==> config.mk <==
export PLATFORM = sky130hd
export DESIGN_NAME = training_sample_sequencer
export DESIGN_NICKNAME = d
export VERILOG_FILES = /design/src/rtl/training_sample_sequencer.sv
export SDC_FILE = /design/constraint.sdc
export NUM_CORES = 1
export LEC_CHECK = 0
export ABC_AREA = 1
export CORE_MARGIN = 5
export CORE_UTILIZATION = 36
export DETAILED_ROUTE_END_ITERATION = 6
export GPL_TIMING_DRIVEN = 0
export PLACE_DENSITY_LB_ADDON = 0.15
export SLEW_MARGIN = 20
export SYNTH_ARGS = -nofsm -noshare
export SYNTH_HDL_FRONTEND = slang
export SYNTH_SLANG_ARGS = --single-unit
==> constraint.sdc <==
create_clock -name clk -period 3.36 [get_ports clk]
set_clock_uncertainty 0.2 [all_clocks]
set_input_delay 0.672 -clock clk [delete_from_list [all_inputs] [get_ports clk]]
set_output_delay 0.672 -clock clk [all_outputs]
set_load 0.005 [all_outputs]
==> src/rtl/training_sample_sequencer.sv <==
// Presents stored training samples (x1, x2, x3, target) to a neural network,
// holding each for HOLD cycles and looping over the sample set for a given number of epochs.
module training_sample_sequencer #(
  parameter int DEPTH   = 4,
  parameter int HOLD    = 6,
  parameter int EPOCH_W = 20
) (
  input  logic                                     clk,
  input  logic                                     set_n,
  input  logic                                     wr_en,
  input  logic [((DEPTH > 1) ? $clog2(DEPTH) : 1)-1:0] wr_addr,
  input  logic [1:0]                               wr_field,
  input  logic [31:0]                              wr_data,
  input  logic [((DEPTH > 1) ? $clog2(DEPTH) : 1):0]   num_samples,
  input  logic [EPOCH_W-1:0]                       epochs,
  input  logic                                     start,
  input  logic                                     stop,
  output logic [31:0]                              x1,
  output logic [31:0]                              x2,
  output logic [31:0]                              x3,
  output logic [31:0]                              target_out,
  output logic                                     sample_new,
  output logic [((DEPTH > 1) ? $clog2(DEPTH) : 1)-1:0] sample_idx,
  output logic [EPOCH_W-1:0]                       epoch_cnt,
  output logic                                     busy,
  output logic                                     done
);

  localparam int AW = (DEPTH > 1) ? $clog2(DEPTH) : 1;
  localparam int HW = (HOLD > 1) ? $clog2(HOLD) : 1;
  localparam logic [AW:0]   DEPTH_V = (AW+1)'(DEPTH);
  localparam logic [HW-1:0] HOLD_LAST = HW'(HOLD - 1);

  typedef enum logic [1:0] {IDLE, PRESENT, DONE} state_t;

  state_t             state, state_nxt;
  logic [31:0]        mem_x1 [DEPTH];
  logic [31:0]        mem_x2 [DEPTH];
  logic [31:0]        mem_x3 [DEPTH];
  logic [31:0]        mem_t  [DEPTH];

  logic [HW-1:0]      hold_cnt, hold_nxt;
  logic [AW:0]        num_q, num_nxt;
  logic [EPOCH_W-1:0] epochs_q, epochs_nxt;
  logic [AW-1:0]      idx_nxt;
  logic [EPOCH_W-1:0] ep_nxt;
  logic               new_nxt, load;
  logic [31:0]        x1_nxt, x2_nxt, x3_nxt, t_nxt;
  logic               run_ok;

  // Sample memory has no reset so its contents survive set_n.
  always_ff @(posedge clk) begin
    if (wr_en && state != PRESENT && ({1'b0, wr_addr} < DEPTH_V)) begin
      case (wr_field)
        2'd0:    mem_x1[wr_addr] <= wr_data;
        2'd1:    mem_x2[wr_addr] <= wr_data;
        2'd2:    mem_x3[wr_addr] <= wr_data;
        default: mem_t[wr_addr]  <= wr_data;
      endcase
    end
  end

  assign run_ok = (num_samples != '0) && (num_samples <= DEPTH_V) && (epochs != '0);

  always_comb begin
    state_nxt  = state;
    idx_nxt    = sample_idx;
    ep_nxt     = epoch_cnt;
    hold_nxt   = hold_cnt;
    num_nxt    = num_q;
    epochs_nxt = epochs_q;
    new_nxt    = 1'b0;
    load       = 1'b0;
    x1_nxt     = x1;
    x2_nxt     = x2;
    x3_nxt     = x3;
    t_nxt      = target_out;
    case (state)
      PRESENT: begin
        if (stop) begin
          state_nxt = IDLE;
          x1_nxt = '0; x2_nxt = '0; x3_nxt = '0; t_nxt = '0;
        end else if (hold_cnt == HOLD_LAST) begin
          hold_nxt = '0;
          if ({1'b0, sample_idx} == num_q - (AW+1)'(1)) begin
            if (epoch_cnt == epochs_q - EPOCH_W'(1)) begin
              state_nxt = DONE;
              ep_nxt    = epochs_q;
              x1_nxt = '0; x2_nxt = '0; x3_nxt = '0; t_nxt = '0;
            end else begin
              idx_nxt = '0;
              ep_nxt  = epoch_cnt + EPOCH_W'(1);
              new_nxt = 1'b1;
              load    = 1'b1;
            end
          end else begin
            idx_nxt = sample_idx + AW'(1);
            new_nxt = 1'b1;
            load    = 1'b1;
          end
        end else begin
          hold_nxt = hold_cnt + HW'(1);
        end
      end
      default: begin
        if (start) begin
          idx_nxt  = '0;
          ep_nxt   = '0;
          hold_nxt = '0;
          if (run_ok) begin
            state_nxt  = PRESENT;
            num_nxt    = num_samples;
            epochs_nxt = epochs;
            new_nxt    = 1'b1;
            load       = 1'b1;
          end else begin
            state_nxt = DONE;
          end
        end
      end
    endcase
    if (load) begin
      x1_nxt = mem_x1[idx_nxt];
      x2_nxt = mem_x2[idx_nxt];
      x3_nxt = mem_x3[idx_nxt];
      t_nxt  = mem_t[idx_nxt];
    end
  end

  always_ff @(posedge clk or negedge set_n) begin
    if (!set_n) begin
      state      <= IDLE;
      hold_cnt   <= '0;
      num_q      <= '0;
      epochs_q   <= '0;
      sample_idx <= '0;
      epoch_cnt  <= '0;
      sample_new <= 1'b0;
      busy       <= 1'b0;
      done       <= 1'b0;
      x1         <= '0;
      x2         <= '0;
      x3         <= '0;
      target_out <= '0;
    end else begin
      state      <= state_nxt;
      hold_cnt   <= hold_nxt;
      num_q      <= num_nxt;
      epochs_q   <= epochs_nxt;
      sample_idx <= idx_nxt;
      epoch_cnt  <= ep_nxt;
      sample_new <= new_nxt;
      busy       <= (state_nxt == PRESENT);
      done       <= (state_nxt == DONE);
      x1         <= x1_nxt;
      x2         <= x2_nxt;
      x3         <= x3_nxt;
      target_out <= t_nxt;
    end
  end

endmodule

==> results of run 1 <==
## cell type report
type,count,area (sq um)
fill,7127,41500
sequential,693,19900
multi-input combinational,1577,8060
timing repair buffer,252,2900
clock buffer,117,2210
tap,1040,1300
buffer,149,1190
inverter,80,302
clock inverter,24,265
antenna,3,7.51
## power by group through the flow
| stage | combinational [mW] | clock [mW] | sequential, mW |
|---|---|---|---|
| final | 8.26 | 8.26 | 10.8 |
| after floorplan | 3.84 | 0 | 10.8 |
| after CTS | 7.56 | 8.43 | 10.8 |
| after detailed placement | 7.35 | 0 | 10.9 |
| after global routing | 9.07 | 8.77 | 10.9 |
| after global placement | 7.20 | 0 | 11.0 |
## timing repair
item | 4_1_cts | 5_1_grt
setup endpoints to repair | 138 | 137
resized for setup | 69 | 251
setup buffers | 1 | 9
cloned | 0 | 3
hold buffers | 1 | 0
endpoints found under the hold margin | 177 | 0
pin swaps | 1 | 45
## metal layers
layer / wire length (microns) / track usage / share of wire
met3: 4210 / 0.0271 / 0.048
met2: 43500 / 0.348 / 0.50
met1: 37700 / 0.268 / 0.43
met5: 0 / 0 / 0
met4: 2090 / 0.0547 / 0.024
## state kept, by name, indices dropped and copies added (netlist names)
signal / cells
epoch_cnt: 20
x1: 32
epochs_q: 20
mem_x2: 128
busy: 1
num_q: 3
done: 1
mem_x3: 128
state: 2
target_out: 32
hold_cnt: 3
mem_t: 128
sample_idx: 2
sample_new: 1
mem_x1: 128
x2: 32
x3: 32
## per-stage QoR
| step | hold WS, ns | cells | setup TNS (ns) | setup slack (ns) |
|---|---|---|---|---|
| 2_1_floorplan | 0.176 | 2499 | 0 | 0.336 |
| 3_5_place_dp | 0.266 | 3777 | -98.65 | -0.709 |
| 4_1_cts | 0.216 | 3920 | -0.0739 | -0.0290 |
| 6_report | 0.244 | 3935 | -0.0440 | -0.0209 |
| 5_1_grt | 0.255 | 3934 | -24.74 | -0.269 |
| 3_3_place_gp | 0.269 | 3755 | -2210.51 | -6.78 |
## logic make-up after synthesis
kind of cell | share of synthesized area
simple gates | 0.228
flops | 0.705
mux | 0.00160
compound gates | 0.0173
xor+xnor | 0.00962
buf+inv | 0.0369
fa+ha+maj | 0.00133
## placed cells by master (no fill, tap or decap), types with 12 or more instances in the layout
| cell | Yosys | layout |
|---|---|---|
| o21ai_0 | 48 | 48 |
| buf_16 | 0 | 17 |
| nor2_1 | 67 | 45 |
| buf_4 | 17 | 39 |
| buf_2 | 89 | 17 |
| clkbuf_4 | 0 | 29 |
| nand2_2 | 5 | 31 |
| clkbuf_1 | 42 | 63 |
| buf_8 | 0 | 12 |
| buf_12 | 0 | 14 |
| nor2_4 | 2 | 21 |
| clkinv_2 | 0 | 12 |
| inv_1 | 72 | 71 |
| nand3_2 | 2 | 90 |
| a21oi_1 | 12 | 12 |
| dfrtp_1 | 181 | 181 |
| xor2_1 | 20 | 20 |
| nand2_1 | 660 | 632 |
| edfxtp_1 | 512 | 512 |
| buf_6 | 1 | 15 |
| nand3_1 | 673 | 580 |
| clkdlybuf4s50_1 | 0 | 215 |
| clkbuf_16 | 0 | 82 |
## final timing paths
path / startpoint / endpoint / slack, ns
max: epochs_q[0]$_DFFE_PN0P_ / x2[30]$_DFFE_PN0P_ / -0.02
min: set_n / epochs_q[17]$_DFFE_PN0P_ / 0.24
max reg2reg: epochs_q[0]$_DFFE_PN0P_ / x2[30]$_DFFE_PN0P_ / -0.02
min reg2reg: x1[26]$_DFFE_PN0P_ / x1[26]$_DFFE_PN0P_ / 0.27
max in group asynchronous: set_n / target_out[10]$_DFFE_PN0P_ / 1.98
min in group clk: x1[26]$_DFFE_PN0P_ / x1[26]$_DFFE_PN0P_ / 0.27
==> flow_summary.json, run 1 <==
{
  "slowest_stage": "dfrtp_1",
  "start_util": 0.364,
  "reg2reg_depth": 20,
  "viasPerCell": 5.14,
  "pwr-share-seq": 0.395,
  "p_total_mw": 27.3,
  "synth_warnings": 0,
  "power_frac_clock": 0.303,
  "synth_commonest_cells": "673 x nand3_1, 660 x nand2_1, 512 x edfxtp_1, 181 x dfrtp_1, 89 x buf_2",
  "max_freq_mhz": 296,
  "htreeDepth": 3,
  "leakage_nw": 13.9,
  "placed_area_sq_um": 32400,
  "portBuffers": 216,
  "final_util": 0.466,
  "drv_slew": 0,
  "drv_cap": 0,
  "grt_util_all_layers": 0.201,
  "crit_buf_inv": 3,
  "clkSinkCount": 693,
  "synth_ff_type": "edfxtp_1",
  "start_kind": "flop",
  "tritoncts": "done",
  "drt-pass1-iter-count": 6,
  "max-slew-margin-rel": 0.297,
  "hold_path_class": "in -> async",
  "grt_max_degree": 91,
  "period_needed_ns": 3.38,
  "ys_top_cells_by_area": "edfxtp_1 54%, dfrtp_1 16%, nand3_1 12%",
  "setup_viol": 5,
  "dp_hpwl_microns": 61000,
  "post_drt_wl_per_cell_microns": 22.2,
  "rsz0062_at_grt": "true",
  "io_pins": 217,
  "cts_buffers": 77,
  "swShare": 0.326,
  "final.period_utilization": 1.01,
  "ir_drop_mv": 0.431,
  "syn_to_final_growth_pct": 28.0,
  "post-synth-top-area-cell": "edfxtp_1",
  "synth.net_count": 2566,
  "initialDrtViolationCount": 1592,
  "cp.depth": 20,
  "ys_types": 40,
  "slowest_delay_ns": 0.40,
  "drive_above_1_share": 0.151,
  "synth_top_area_frac": 0.545,
  "status": "finished with violations",
  "syn_area_sq_um": 28200,
  "p_sw_mw": 8.90,
  "remaining_drc_errors": 0,
  "rows": 102,
  "gp_congestion": 0.828,
  "hold_viol": 0,
  "clk_latency_ns": 0.63,
  "violations": "setup timing",
  "arrival_ns": 3.74,
  "async_flop_share": 0.261,
  "synth-edff-count": 512,
  "crit_fanout": 10,
  "clockRootBuffer": "clkbuf_16",
  "die_w_microns": 290,
  "end_kind": "flop",
  "pwr-share-comb": 0.302,
  "synth_seq_cells": 693,
  "crit_family": "simple AND/OR/NAND/NOR gates",
  "num-nets-final": 2897,
  "core_sq_um": 77600,
  "overflow": 0,
  "internal_power_mw": 18.4,
  "max-clock-path-buffers": 3,
  "syn_avg_cell_area_sq_um": 11.3,
  "vias": 20200,
  "yosysMostFrequentCell": "nand3_1",
  "syn-instance-count": 2499,
  "wl_microns": 87500,
  "crit_chain": "inv_2 > ha_4 > nand3_4 > nor2_4 > nand3_1 > nand2_1 > nand2_1 > nor2_1 > nand2_1 > nor2_1 > nand4_1 > nand2_2 > nand2_2 > nand2_4 > buf_6 > buf_4 > nand3_1 > nand3_1 > nand3_1 > nand2_1",
  "grt_pass1_wl_microns": 131000,
  "required_ns": 3.72,
  "tightestPinTransition_ns": 1.05,
  "path_clk_slew_ns": 0.06,
  "layout_setup_ws_ns": -0.0209,
  "die_h_microns": 290,
  "grt_pass1_vias": 20600,
  "synth.yosys.seq_area_share": 0.705,
  "power.density_nw_per_um2": 756,
  "antenna_found_initial": 2,
  "die-area_sq_um": 84100,
  "antenna_left": 0,
  "finalInstanceArea_sq_um": 36100,
  "worstSetupPathType": "reg -> reg"
}
Note: power is estimated with default switching activity, not from simulation.
==> inputs of run 2 (changes only) <==
--- a/config.mk
+++ b/config.mk
@@ -10,6 +10,7 @@
 export CORE_UTILIZATION = 36
 export DETAILED_ROUTE_END_ITERATION = 6
 export GPL_TIMING_DRIVEN = 0
+export MAX_ROUTING_LAYER = met4
 export PLACE_DENSITY_LB_ADDON = 0.15
 export SLEW_MARGIN = 20
 export SYNTH_ARGS = -nofsm -noshare
==> flow_summary.json, run 2 (synthesis results as in run 1) <==
{
  "placed_area_sq_um": 32400,
  "period_needed_ns": 3.32,
  "slowest_delay_ns": 0.40,
  "fill_cells": 7057,
  "final.period_utilization": 0.989,
  "post_drt_wl_per_cell_microns": 22.5,
  "drv_slew": 0,
  "power_frac_clock": 0.307,
  "finalInstanceArea_sq_um": 36900,
  "multi_input_comb_area_sq_um": 8370,
  "die_h_microns": 290,
  "drv_cap": 0,
  "num-nets-final": 2907,
  "core_sq_um": 77600,
  "dp.cells": 3777,
  "finalNonFillerCells": 3945,
  "cts_buffers": 76,
  "tritoncts": "done",
  "rows": 102,
  "clockRootBuffer": "clkbuf_16",
  "end_kind": "flop",
  "leakage_nw": 14.2,
  "status": "finished clean",
  "antenna_found_initial": 3,
  "whs_ns": 0.247,
  "start_kind": "flop",
  "ir_drop_mv": 0.434,
  "swShare": 0.325,
  "grt_max_degree": 89,
  "io_pins": 217,
  "path_clk_slew_ns": 0.06,
  "tightestPinTransition_ns": 1.02,
  "pwr-share-seq": 0.383,
  "clkSinkCount": 693,
  "die-area_sq_um": 84100,
  "hold_path_class": "in -> async",
  "remaining_drc_errors": 0,
  "initialDrtViolationCount": 1605,
  "slowest_stage": "dfrtp_1",
  "arrival_ns": 3.68,
  "p_total_mw": 28.1,
  "drt-pass1-iter-count": 7,
  "portBuffers": 216,
  "grt_pass1_vias": 20300,
  "syn_to_final_growth_pct": 30.8,
  "drive_above_1_share": 0.175,
  "grt_util_all_layers": 0.207,
  "setup_viol": 0,
  "crit_chain": "inv_2 > ha_4 > nand3_4 > nor2_4 > buf_6 > nand3b_1 > nand2_2 > nand2_2 > nor2_1 > nand2_1 > nor2_1 > nand4_1 > nand2_2 > buf_4 > o22ai_4 > o21ai_4 > buf_12 > clkbuf_16 > buf_6 > nand2_1 > nand2_1",
  "worstSetupPathType": "reg -> reg",
  "hold_viol": 0,
  "clk_latency_ns": 0.62,
  "start_util": 0.364,
  "internal_power_mw": 19.0,
  "max-clock-path-buffers": 3,
  "final_common_cell": "nand2_1",
  "rsz0062_at_grt": "true",
  "wl_microns": 88600,
  "antenna_left": 0,
  "setup_tns_ns": 0,
  "reg2reg_depth": 21,
  "die_w_microns": 290,
  "power.density_nw_per_um2": 762,
  "gp_congestion": 0.838,
  "crit_fanout": 10,
  "pwr-share-comb": 0.310,
  "dp_hpwl_microns": 60800,
  "regArea_sq_um": 19900,
  "max-slew-margin-rel": 0.319,
  "htreeDepth": 3,
  "vias": 20400,
  "viasPerCell": 5.17,
  "required_ns": 3.72,
  "overflow": 0,
  "grt_pass1_wl_microns": 130000,
  "layout_common_cells": "622 x nand2_1, 550 x nand3_1, 512 x edfxtp_1, 214 x clkdlybuf4s50_1, 180 x dfrtp_1",
  "max_freq_mhz": 301,
  "p_sw_mw": 9.14
}
run 2: final cells by class:
class / count / area share
Buffer: 148 / 0.0372
Multi-Input combinational cell: 1577 / 0.227
Sequential cell: 693 / 0.539
Clock inverter: 38 / 0.0117
Clock buffer: 103 / 0.0584
Timing Repair Buffer: 264 / 0.0836
Tap cell: 1040 / 0.0352
Antenna cell: 2 / 0.000136
Inverter: 80 / 0.00813
run 2: per-stage QoR:
stage	utilization	setup WS [ns]
3_5_place_dp	0.417	-0.742
5_1_grt	0.476	-0.142
6_report	0.476	0.0375
4_1_cts	0.456	-0.0681
3_3_place_gp	0.408	-6.77
2_1_floorplan	-	0.336
run 2: metal layers:
layer  global-route usage  wire length [microns]  up-vias
li1                     -                      -     9471
met2                0.338                  43100      678
met1                0.265                  37200    10100
met5                    -                      0        -
met4               0.0693                   2670        0
met3               0.0356                   5580      145
run 2: power groups by stage:
stage / sequential [mW] / clock [mW] / combinational [mW]
after floorplan: 10.8 / 0 / 3.84
after global placement: 11.0 / 0 / 7.21
after detailed placement: 10.9 / 0 / 7.36
after CTS: 10.8 / 8.77 / 7.75
after global routing: 10.9 / 9.14 / 9.54
final: 10.8 / 8.63 / 8.73
run 2: path summary, 6_finish.rpt:
| path | startpoint | end | slack, ns |
|---|---|---|---|
| hold reg to reg | x2[30]$_DFFE_PN0P_ | x2[30]$_DFFE_PN0P_ | 0.28 |
| max in group asynchronous | set_n | x1[31]$_DFFE_PN0P_ | 1.98 |
| setup / recovery | epochs_q[0]$_DFFE_PN0P_ | x3[18]$_DFFE_PN0P_ | 0.04 |
| setup reg to reg | epochs_q[0]$_DFFE_PN0P_ | x3[18]$_DFFE_PN0P_ | 0.04 |
| min in group clk | x2[30]$_DFFE_PN0P_ | x2[30]$_DFFE_PN0P_ | 0.28 |
| hold / removal | set_n | epochs_q[12]$_DFFE_PN0P_ | 0.25 |
run 2: timing repair:
item	in CTS	in global routing
buffers inserted	2	15
endpoints found under the hold margin	135	0
endpoints found under the setup margin	138	136
pin swaps	4	52
hold buffers	1	0
gates cloned	1	7
resized for setup	110	314
run 2: critical path: cells and delay by family (launching register included):
family,cells,cell delay [ns]
AO/OA/AOI/OAI,2,0.31
adder cells (fa/ha/maj),1,0.16
buffers and inverters,6,0.87
flip-flops,1,0.40
AND/OR/NAND/NOR,12,1.31
